--- src/rtl/uart_tx.sv ---
// uart_tx: serial UART transmitter, one byte per send strobe.
// Frame: start bit (0), 8 data bits LSB first, optional parity bit,
// STOP_BITS stop bits (1). Each bit lasts CLKS_PER_BIT clocks.
// Ports:
//   clk    - system clock, rising edge
//   rst_n  - asynchronous active-low reset
//   txdata - byte to send, sampled only on the accepting cycle
//   send   - start strobe, honoured only while idle
//   txdone - one-cycle pulse in the first idle cycle after a frame
//   busy   - high while a frame is on the line
//   tx     - serial output, idle high
// All outputs are registered. They are loaded from the next-state values,
// so they change on the same edge as the FSM.
module uart_tx #(
  parameter int CLKS_PER_BIT = 434,
  parameter int PARITY       = 0,   // 0 none, 1 even, 2 odd
  parameter int STOP_BITS    = 1    // 1 or 2
) (
  input  logic       clk,
  input  logic       rst_n,
  input  logic [7:0] txdata,
  input  logic       send,
  output logic       txdone,
  output logic       busy,
  output logic       tx
);

  localparam int BW = (CLKS_PER_BIT > 2) ? $clog2(CLKS_PER_BIT) : 1;

  typedef enum logic [2:0] {
    S_IDLE   = 3'd0,
    S_START  = 3'd1,
    S_DATA   = 3'd2,
    S_PARITY = 3'd3,
    S_STOP   = 3'd4
  } state_t;

  state_t        state, state_n;
  logic [BW-1:0] baud, baud_n;
  logic [2:0]    bitc, bitc_n;
  logic [7:0]    shreg, shreg_n;
  logic          par, par_n;
  logic          tx_n, busy_n, txdone_n;
  logic          bit_end;

  assign bit_end = (baud == BW'(CLKS_PER_BIT - 1));

  always_comb begin
    state_n  = state;
    baud_n   = baud + BW'(1);
    bitc_n   = bitc;
    shreg_n  = shreg;
    par_n    = par;
    txdone_n = 1'b0;
    unique case (state)
      S_IDLE: begin
        baud_n = '0;
        if (send) begin
          shreg_n = txdata;
          // Even parity is the XOR of the data bits; odd parity inverts it.
          par_n   = (^txdata) ^ (PARITY == 2);
          bitc_n  = '0;
          state_n = S_START;
        end
      end
      S_START: begin
        if (bit_end) begin
          baud_n  = '0;
          state_n = S_DATA;
        end
      end
      S_DATA: begin
        if (bit_end) begin
          baud_n  = '0;
          shreg_n = shreg >> 1;
          if (bitc == 3'd7) begin
            bitc_n  = '0;
            state_n = (PARITY != 0) ? S_PARITY : S_STOP;
          end else begin
            bitc_n = bitc + 3'd1;
          end
        end
      end
      S_PARITY: begin
        if (bit_end) begin
          baud_n  = '0;
          state_n = S_STOP;
        end
      end
      S_STOP: begin
        if (bit_end) begin
          baud_n = '0;
          if (bitc == 3'(STOP_BITS - 1)) begin
            bitc_n   = '0;
            txdone_n = 1'b1;
            state_n  = S_IDLE;
          end else begin
            bitc_n = bitc + 3'd1;
          end
        end
      end
      default: state_n = S_IDLE;
    endcase

    // Line value for the state being entered.
    unique case (state_n)
      S_START:  tx_n = 1'b0;
      S_DATA:   tx_n = shreg_n[0];
      S_PARITY: tx_n = par_n;
      default:  tx_n = 1'b1;
    endcase
    busy_n = (state_n != S_IDLE);
  end

  always_ff @(posedge clk or negedge rst_n) begin
    if (!rst_n) begin
      state  <= S_IDLE;
      baud   <= '0;
      bitc   <= '0;
      shreg  <= '0;
      par    <= 1'b0;
      tx     <= 1'b1;
      busy   <= 1'b0;
      txdone <= 1'b0;
    end else begin
      state  <= state_n;
      baud   <= baud_n;
      bitc   <= bitc_n;
      shreg  <= shreg_n;
      par    <= par_n;
      tx     <= tx_n;
      busy   <= busy_n;
      txdone <= txdone_n;
    end
  end

endmodule

--- config.mk ---
export PLATFORM = sky130hd
export DESIGN_NAME = uart_tx
export DESIGN_NICKNAME = d
export VERILOG_FILES = /design/src/rtl/uart_tx.sv
export SDC_FILE = /design/constraint.sdc
export NUM_CORES = 1
export LEC_CHECK = 0
export ABC_CLOCK_PERIOD_IN_PS = 5980
export CORE_MARGIN = 2
export CORE_UTILIZATION = 55
export CTS_CLUSTER_DIAMETER = 50
export DETAILED_ROUTE_END_ITERATION = 16
export GPL_ROUTABILITY_DRIVEN = 1
export PLACE_DENSITY = 0.81
export SLEW_MARGIN = 10
export SYNTH_ARGS = -nofsm -noshare
export SYNTH_HDL_FRONTEND = slang
export SYNTH_SLANG_ARGS = --single-unit
export TNS_END_PERCENT = 5
--- constraint.sdc ---
create_clock -name clk -period 5.98 [get_ports clk]
set_clock_uncertainty 0.15 [all_clocks]
set_input_delay 1.196 -clock clk [delete_from_list [all_inputs] [get_ports clk]]
set_output_delay 1.196 -clock clk [all_outputs]
set_load 0.05 [all_outputs]
======== Word-level counts from Yosys, hierarchy flattened ========
Index checks and enable logic that the tools add are counted.
storage, ports and cells
  input port bits ......................... 11
  word-level logic and storage cells ...... 57
  flip-flop bits (word level) ............. 27
operators by class
  add/subtract/negate cells ............... 2
  equal/unequal tests ..................... 12
  reduce and logical (&&, ||, !) cells .... 9
  multiplexer cells ....................... 25
operators by type and width
  operator               number
  $mux W3                12
  $pmux W9 S2            1
  $mux W8                2
  $pmux W8 S2            1
  $pmux W3 S5            1
  $eq A3 B2 Y1 const B   4
  $add A9 B1 Y9 const B  1
  $eq A9 B9 Y1 const B   1
  $mux W9                1
  $pmux W3 S3            1
  $reduce_xor A8 Y1      1
  $eq A3 B1 Y1 const B   2
  $eq A3 B3 Y1 const B   2
  $logic_not A3 Y1       2
  $ne A2 B2 Y1 const B   3
  $reduce_bool A3 Y1     2
  $mux W1                5
  $reduce_and A4 Y1      1
  $reduce_or A4 Y1       1
  $add A3 B1 Y3 const B  1
  $pmux W1 S3            1
  $reduce_and A3 Y1      1
  $reduce_bool A2 Y1     1

======== Longest topological paths before layout ========
Gate-level depths: netlist (run 1).
  depth after elaboration ................. 6
  mapped depth ............................ 8
  gate-level depth less buffers ........... 7

======== Worst setup path before layout (run 1) ========
OpenSTA, ideal clock, no wires.
  path type ............................... input -> register
  start ................................... input send
  end ..................................... register tx
  path buffers ............................ 1
  cell stages on the path ................. 6
  arrival ................................. 2.066 ns
  path slack .............................. 3.673 ns
  cell sequence ........................... nor4b_2 buf_2 a21oi_1 mux2i_1 o21ai_1 o31ai_1
RTL lines
  element               line  source
  from (decl)           22    input logic send,
  $mux W8               58    if (send) begin
  $pmux W8 S2           55    unique case (state)
  via shreg_n[0]        41    logic [7:0] shreg, shreg_n;
  $pmux W1 S3           106   unique case (state_n)
  via tx_n              43    logic tx_n, busy_n, txdone_n;
  to (signal assigned)  131   tx <= tx_n;
  to (decl)             25    output logic tx
The timed path passes the listed nets, and every way through them passes these cells. The select of a mux whose other input is x is not followed.
A chain may end at the register's enable or synchronous reset.

======== Worst setup path in the final report (run 1) ========
Ends and elaborated chain as after synthesis.

==> impl_metrics.yaml, run 1 <==
finish:
  post_route_cells_drive_above_1_share_pct: 11.1
  instances_no_fill: 174
  syn_to_final_growth_pct: 12.8
  nets: 161
  antenna_cells: 0
  num-fill-cells: 196
floorplan:
  initial_core_util_pct: 58.4
  die_area_sq_um: 3080
  die-width_microns: 55.5
  core_area_sq_um: 2500
  core.rowCount: 18
  io_pins: 14
  die_height_microns: 55.5
clock_tree:
  cts_resized: 0
  cts.sinks: 27
  clk_latency_ns: 0.32
  cts-root-buf: "clkbuf_4"
  hold_buffers: 0
  cts_max_level: 1
  clock_path_buffers: 2
  cts_setup_buffers: 0
  clkSlewWorstSetupHoldPaths_ns: 0.15
  cts_tree: "built"
  cts_made_buffers: 3
grt:
  overflow: 0
  busiest_layer: "met2"
  grt_use_met1_pct: 25.8
  use_met2_pct: 31.1
  met3_usage_pct: 3.04
  track_usage_pct: 19.2
  antenna_found_initial: 0
  grt_pass1_vias: 1048
  grt_max_degree: 28
  grt_pass1_wl_microns: 4710
routing:
  postRouteWirelength_microns: 2510
  vias: 1000
  wl_per_cell_microns: 14.4
  drcViolationCount: 0
  firstDrtPassIters: 4
  drtIter0Drc: 14
  drt-vias-per-instance: 5.75
  ant_nets: 0
yosys:
  yosys.area_share.simple_pct: 19.0
  synthDistinctLibCells: 42
  synth_top_area_share_pct: 44.6
  ys_seq_elements: 27
  synth-edff-count: 0
  synthAdderAreaFrac_pct: 4.97
  ys_warn_count: 0
  synth_compound_area_share_pct: 13.6
  yosys.area.top_type: "dfrtp_1"
  synth_xor_area_share_pct: 8.40
  synthArstFlopShare_pct: 100
  syn_inst: 130
  synthTopCellsByCount: "dfrtp_1 (26), nor2_1 (14), xnor2_1 (8), a22o_1 (7), inv_1 (7)"
  synth_flop_cell: "dfrtp_1"
  yosysSeqAreaShare_pct: 46.4
  synth.area.top_cells: "dfrtp_1 (45%), xnor2_1 (4.8%), ha_1 (4.3%)"
  synth_top_family_by_area: "simple AND/OR/NAND/NOR gates"
  postSynthAreaPerCell_sq_um: 11.2
  yosysMostFrequentCell: "dfrtp_1"
  syn-num-nets: 146
  synth_mux_area_share_pct: 4.55
  syn_area_sq_um: 1460
hold_path:
  min_path_type: "reg2reg"
  whs_endpoint: "shreg[2]"
  min_path_cells: 1
  hp-start: "shreg[2]"
pwr:
  p_leak_uw: 0.000776
  switching_share_pct: 30.7
  power.net_switching_uw: 131
  p_int_uw: 296
  power_frac_seq_pct: 58.0
  pwr-share-comb_pct: 23.5
  p_clk_share_pct: 18.6
  powerDensity_nw_per_um2: 260
  vdd_ir_drop_max_mv: 0.203
placement:
  pre_cts_slack_ns: 2.63
  dp_hpwl_microns: 1860
  place.gp.congestion: 0.789
  numPortBuffers: 13
  placed_cells: 170
timing:
  fin_crit_sh_pct: 50.4
  slew_violations: 0
  min_period_ns: 3.01
  fmax_mhz: 332
  hold_viol: 0
  fin_tns_setup_ns: 0
  timing.final.ws_setup_ns: 2.97
  relSlewSlack_pct: 33.4
  finalSetupViolCount: 0
  tightest_slew_ns: 0.996
  grt_setup_unrepaired: "no"
critical_path:
  r2r_cells: 5
  cp.arrival_ns: 3.12
  worstSetupPathType: "in2reg"
  r2r_setup_slack_ns: 3.70
  path_max_fanout: 12
  worstPathRequired_ns: 6.09
  critPathLaunchType: "input port"
  cp-end-kind: "flip-flop"
  r2r_end: "tx"
  timing.rr.start: "state[0]"
outcome:
  status: "complete, no violations"
flow_run:
  maxCapViolCount: 0
## cells in the final DEF (no fill, tap or decap), drive strengths merged, types with 3 or more instances in the layout
cell type and count:
a21o 6, a22o 7, clkbuf 3, clkdlybuf4s50 13, dfrtp 26, ha 5
inv 7, mux2i 4, nand2 3, nand4 3, nor2 15, nor3 4
o21ai 4, xnor2 8, xor2 6
## sequential cells by signal (all words and copies together), names as in the netlist
register  flops
txdone        1
shreg         8
tx            1
state         3
par           1
bitc          3
busy          1
baud          9
## kinds of logic (layout without fill, tap and decap cells)
group,count (synthesis),count (layout)
buffers and inverters,11,25
flip-flops,27,27
adder cells (fa/ha/maj),6,6
multiplexers,6,6
AND/OR/NAND/NOR,41,41
XOR/XNOR,14,14
AO/OA/AOI/OAI,25,25
## through the flow
stage	hold slack (ns)	util, %	total power (uW)	area [sq um]
2_1_floorplan	0.300	-	320	1460
3_3_place_gp	0.311	64.6	346	1620
3_5_place_dp	0.317	64.6	354	1620
4_1_cts	0.350	65.8	432	1650
5_1_grt	0.386	65.8	458	1650
6_report	0.350	65.8	428	1650
## power by group through the flow
| stage | Sequential, uW | Clock (uW) | Combinational, uW |
|---|---|---|---|
| 5_1_grt | 255 | 90.5 | 113 |
| 2_1_floorplan | 247 | 0 | 72.9 |
| 3_5_place_dp | 252 | 0 | 101 |
| 6_report | 248 | 79.4 | 100 |
| 4_1_cts | 248 | 81.7 | 102 |
| 3_3_place_gp | 250 | 0 | 95.8 |
## worst max path at each step
stage | startpoint | to | slack, ns
floorplan | send | tx | 3.67
global placement | send | tx | 2.71
detailed placement | send | tx | 2.63
CTS | tx | tx | 2.97
global route | send | tx | 2.82
finish | send | tx | 2.97
## cell type report
cell class / instances / area, sq um / area share (%)
clock buffer: 3 / 22.5 / 1.37
clock inverter: 1 / 7.51 / 0.456
inverter: 7 / 26.3 / 1.60
multi-input combinational: 92 / 737 / 44.8
sequential: 27 / 677 / 41.1
tap: 30 / 37.5 / 2.28
timing repair buffer: 14 / 138 / 8.37
## worst max-delay path: stages
cell and delay, ns:
clkdlybuf4s50_1 0.50, nor4b_2 0.81, mux2i_1 0.28, mux2i_1 0.11
o21ai_1 0.14, o31ai_1 0.09
## routing by layer
metal	up-vias	routed length (microns)
met4	0	28
met5	-	0
met2	13	1290
met3	4	66
li1	489	-
met1	494	1130
Power figures use the tool's default switching activity.
==> inputs of run 2 (changes only) <==
Settings changed: ABC_CLOCK_PERIOD_IN_PS 5980 to 3100.
Clock period 5.98 ns to 3.1 ns, I/O delays scaled along.
==> run 2 against run 1 <==
Against the previous run:
- global-route usage decreased by 1.1 points
- critical path type is now reg2out
- highest routed layer unchanged
- die area unchanged
- critical path depth decreased by 5
==> impl_metrics.yaml, run 2 (synthesis gave the netlist of run 1 again) <==
routing:
  drt-vias-per-instance: 5.74
  ant_nets: 0
  firstDrtPassIters: 4
  drtIter0Drc: 19
  drcViolationCount: 0
  wl_per_cell_microns: 14.5
  vias: 1005
  postRouteWirelength_microns: 2530
finish:
  antenna_cells: 0
  nets: 162
  syn_to_final_growth_pct: 13.0
  regMostFlops: "baud"
  num-fill-cells: 187
  top_regs: "baud: 9 flops, shreg: 8 flops"
  post_route_cells_drive_above_1_share_pct: 11.0
  mostFrequentLayoutCells: "dfrtp_1 (26), nor2_1 (14), clkdlybuf4s50_1 (13), xnor2_1 (8)"
  final_common_cell: "dfrtp_1"
  largest_reg_flops: 9
clock_tree:
  clkSlewWorstSetupHoldPaths_ns: 0.14
  hold_buffers: 0
  clock_path_buffers: 2
  cts_setup_buffers: 0
  clk_latency_ns: 0.32
  cts_tree: "built"
  cts-root-buf: "clkbuf_4"
  cts_made_buffers: 3
  cts.sinks: 27
  cts_resized: 0
  cts_max_level: 1
grt:
  grt_pass1_wl_microns: 4460
  grt_pass1_vias: 999
  antenna_found_initial: 0
  grt_max_degree: 28
  overflow: 0
  track_usage_pct: 18.1
placement:
  place.gp.congestion: 0.781
  dp_hpwl_microns: 1900
  numPortBuffers: 13
pwr:
  vdd_ir_drop_max_mv: 0.365
  pwr-share-comb_pct: 23.8
  power.net_switching_uw: 249
  switching_share_pct: 30.3
  p_leak_uw: 0.000782
  powerDensity_nw_per_um2: 499
  power_frac_seq_pct: 58.0
  p_int_uw: 574
  p_clk_share_pct: 18.2
timing:
  hold_viol: 0
  finalSetupViolCount: 0
  relSlewSlack_pct: 67.3
  finalHoldWorstSlack_ns: 0.344
  grt_setup_unrepaired: "no"
  slew_violations: 0
  fin_tns_setup_ns: 0
  tightest_slew_ns: 0.490
  fmax_mhz: 413
  fin_crit_sh_pct: 78.1
  min_period_ns: 2.42
critical_path:
  r2r_cells: 7
  path_cells: "clkdlybuf4s50_1"
  cpPeakStageDelay_ns: 0.79
  path_max_fanout: 1
  critPathBufInv: 1
  worstSetupPathType: "reg2out"
  startpoint: "tx"
  timing.rr.start: "baud[1]"
  r2r_end: "bitc[1]"
  worstPathRequired_ns: 2.33
  path_delay_family: "buffers and inverters"
  crit_slowest_cell: "clkdlybuf4s50_1"
  path_depth: 1
  r2r_setup_slack_ns: 0.83
  endpoint: "tx"
  critPathLaunchType: "flip-flop"
  cp.arrival_ns: 1.65
  cp-end-kind: "output port"
hold_path:
  min_path_type: "reg2reg"
floorplan:
  core.rowCount: 18
  die_height_microns: 55.5
  die_area_sq_um: 3080
  core_area_sq_um: 2500
  io_pins: 14
  initial_core_util_pct: 58.4
  die-width_microns: 55.5
outcome:
  status: "complete, no violations"
flow_run:
  maxCapViolCount: 0
-- run 2: per-layer routing --
metal  vias to the layer above  part of all wire [%]  global-route usage, %
met5                         -                     0                      0
met4                         0                   2.0                   8.36
met3                         7                   3.0                   2.34
met2                        18                    49                   29.8
met1                       494                    46                   23.6
li1                        486                     -                      -
-- run 2: power groups by stage --
| stage | clock (uW) | sequential [uW] | combinational [uW] |
|---|---|---|---|
| 2_1_floorplan | 0 | 476 | 141 |
| 3_3_place_gp | 0 | 481 | 187 |
| 3_5_place_dp | 0 | 485 | 197 |
| 4_1_cts | 155 | 477 | 198 |
| 5_1_grt | 167 | 487 | 221 |
| 6_report | 149 | 477 | 196 |
-- run 2: stage by stage --
stage	cell area (sq um)	worst slack [ns]	utilization [%]	std cells	power (uW)
2_1_floorplan	1460	0.984	-	130	617
3_3_place_gp	1620	0.800	64.9	171	668
3_5_place_dp	1620	0.735	64.9	171	682
4_1_cts	1650	0.665	66.0	175	830
5_1_grt	1650	0.647	66.0	175	875
6_report	1650	0.678	66.0	175	822
-- run 2: final cells by class --
cell class                 instances  area (sq um)  share of cell area [%]
sequential                        27           677                    41.0
timing repair buffer              15           145                    8.80
tap                               30          37.5                    2.28
inverter                           7          26.3                    1.59
clock buffer                       4          26.3                    1.59
multi-input combinational         92           737                    44.7
-- run 2: worst min path at each step --
stage | start | endpoint | slack (ns) | cells after the start
global route | shreg[6] | shreg[6] | 0.37 | 1
floorplan | rst_n | baud[0] | 0.17 | 0
CTS | shreg[6] | shreg[6] | 0.35 | 1
finish | shreg[6] | shreg[6] | 0.34 | 1
detailed placement | shreg[6] | shreg[6] | 0.32 | 1
global placement | shreg[3] | shreg[3] | 0.31 | 1
==> inputs of run 3 (changes only) <==
Settings changed: ABC_CLOCK_PERIOD_IN_PS 3100 to 2100, CORE_UTILIZATION 55 to 50, PLACE_DENSITY 0.81 to 0.78.
Clock period 3.1 ns to 2.1 ns, I/O delays scaled along.
==> run 3 against run 2 <==
Against the previous run:
- die area is 9.3% higher
- flip-flop and latch count is the same
- via count rose by 2.2%
- first-iteration DRC count fell by 16%
- register-to-register slack worse by 0.82 ns
- wire length decreased by 1.3%
- largest power group unchanged
- largest cell class unchanged
- clock-buffer cell count is the same
- global-route usage decreased by 1.6 points
- final cell count grew 4.6%
==> impl_metrics.yaml, run 3 (synthesis gave the netlist of run 1 again) <==
hold_path:
  min_path_type: "in2async"
pwr:
  p_leak_uw: 0.000817
  powerDensity_nw_per_um2: 728
  vdd_ir_drop_max_mv: 0.653
placement:
  place.gp.congestion: 0.781
  dp_hpwl_microns: 1930
  placed_area_sq_um: 1670
  numPortBuffers: 13
clock_tree:
  clk_latency_ns: 0.31
  cts_resized: 1
  clock_path_buffers: 2
  cts-root-buf: "clkbuf_4"
  cts.sinks: 27
  cts_made_buffers: 3
  clkSlewWorstSetupHoldPaths_ns: 0.14
  hold_buffers: 0
  cts_max_level: 1
  cts_tree: "built"
  cts_setup_buffers: 0
grt:
  grt_pass1_wl_microns: 4420
  track_usage_pct: 16.5
  overflow: 0
  grt_max_degree: 28
  grt_pass1_vias: 1036
  antenna_found_initial: 0
finish:
  multiInputGateArea_sq_um: 739
  syn_to_final_growth_pct: 16.7
  num-fill-cells: 215
  final_core_util_pct: 61.8
  mostFrequentLayoutCells: "dfrtp_1 (26), nor2_1 (14), clkdlybuf4s50_1 (12), buf_4 (10), xnor2_1 (8)"
  register_area_sq_um: 677
  final_area_sq_um: 1700
  post_route_cells_drive_above_1_share_pct: 16.4
  regMostFlops: "baud"
  top_regs: "baud: 9 flops, shreg: 8 flops"
  nets: 169
  antenna_cells: 0
  largest_reg_flops: 9
  final_common_cell: "dfrtp_1"
critical_path:
  cp.arrival_ns: 2.15
  path_max_fanout: 4
  worstPathRequired_ns: 2.16
  worstSetupPathType: "reg2reg"
  cp-end-kind: "flip-flop"
  critPathLaunchType: "flip-flop"
timing:
  fmax_mhz: 478
  tightest_slew_ns: 0.490
  slew_violations: 0
  finalSetupViolCount: 0
  min_period_ns: 2.09
  hold_viol: 0
  grt_setup_unrepaired: "yes"
  relSlewSlack_pct: 67.2
  fin_crit_sh_pct: 99.6
floorplan:
  io_pins: 14
  die_area_sq_um: 3370
  initial_core_util_pct: 52.9
  die_height_microns: 58.0
  die-width_microns: 58.0
  core.rowCount: 19
  core_area_sq_um: 2760
routing:
  vias: 1027
  drt-vias-per-instance: 5.61
  ant_nets: 0
  drcViolationCount: 0
  wl_per_cell_microns: 13.7
  drtIter0Drc: 16
  firstDrtPassIters: 4
  postRouteWirelength_microns: 2500
outcome:
  status: "complete, no violations"
flow_run:
  maxCapViolCount: 0
-- run 3: per-stage QoR --
stage	power [uW]	setup WS, ns	cells	hold WS [ns]	setup TNS [ns]
finish	1240	0.00771	183	0.312	0
global route	1320	-0.109	183	0.340	-1.02
CTS	1250	-0.0143	183	0.324	-0.0251
detailed placement	1030	-0.00175	179	0.320	-0.00175
global placement	1020	0.0452	179	0.311	0
floorplan	911	0.0375	130	-0.0256	0
-- run 3: metal layers --
layer | vias to the layer above | track usage (%) | routed length (microns)
li1 | 504 | - | -
met1 | 511 | 20.8 | 1170
met2 | 10 | 30.4 | 1260
met3 | 2 | 2.01 | 54
met4 | 0 | 3.32 | 19
met5 | - | 0 | 0
-- run 3: final timing paths --
kind                            endpoint  slack (ns)  depth (start not counted)      from
worst max-delay path             bitc[0]       0.008                          7   baud[1]
worst min-delay path             bitc[2]        0.31                          2     rst_n
worst max register to register   bitc[0]       0.008                          7   baud[1]
worst min register to register  shreg[3]        0.35                          1  shreg[3]
max in group asynchronous             tx        1.20                          2     rst_n
min in group clk                shreg[3]        0.35                          1  shreg[3]
-- run 3: where the power goes --
part / internal, uW / switching (uW) / leakage [uW] / total [uW]
Clock: 74.0 / 145 / 0.0000150 / 219
Combinational: 176 / 153 / 0.000459 / 329
Sequential: 621 / 70.9 / 0.000344 / 691
Total: 870 / 369 / 0.000817 / 1240
-- run 3: worst max-delay path, stage by stage, from the launching register on --
cell and delay (ns):
dfrtp_1 0.41, inv_1 0.06, ha_2 0.18, nand4bb_4 0.13
or2_4 0.29, o21a_1 0.20, a211oi_4 0.23, mux2_1 0.35
-- run 3: final cells by class --
class                           count  share of cell area (%)
Multi-Input combinational cell     92                    43.4
Clock buffer                        4                    1.54
Tap cell                           31                    2.28
Sequential cell                    27                    39.8
Timing Repair Buffer               22                    11.5
Inverter                            7                    1.54
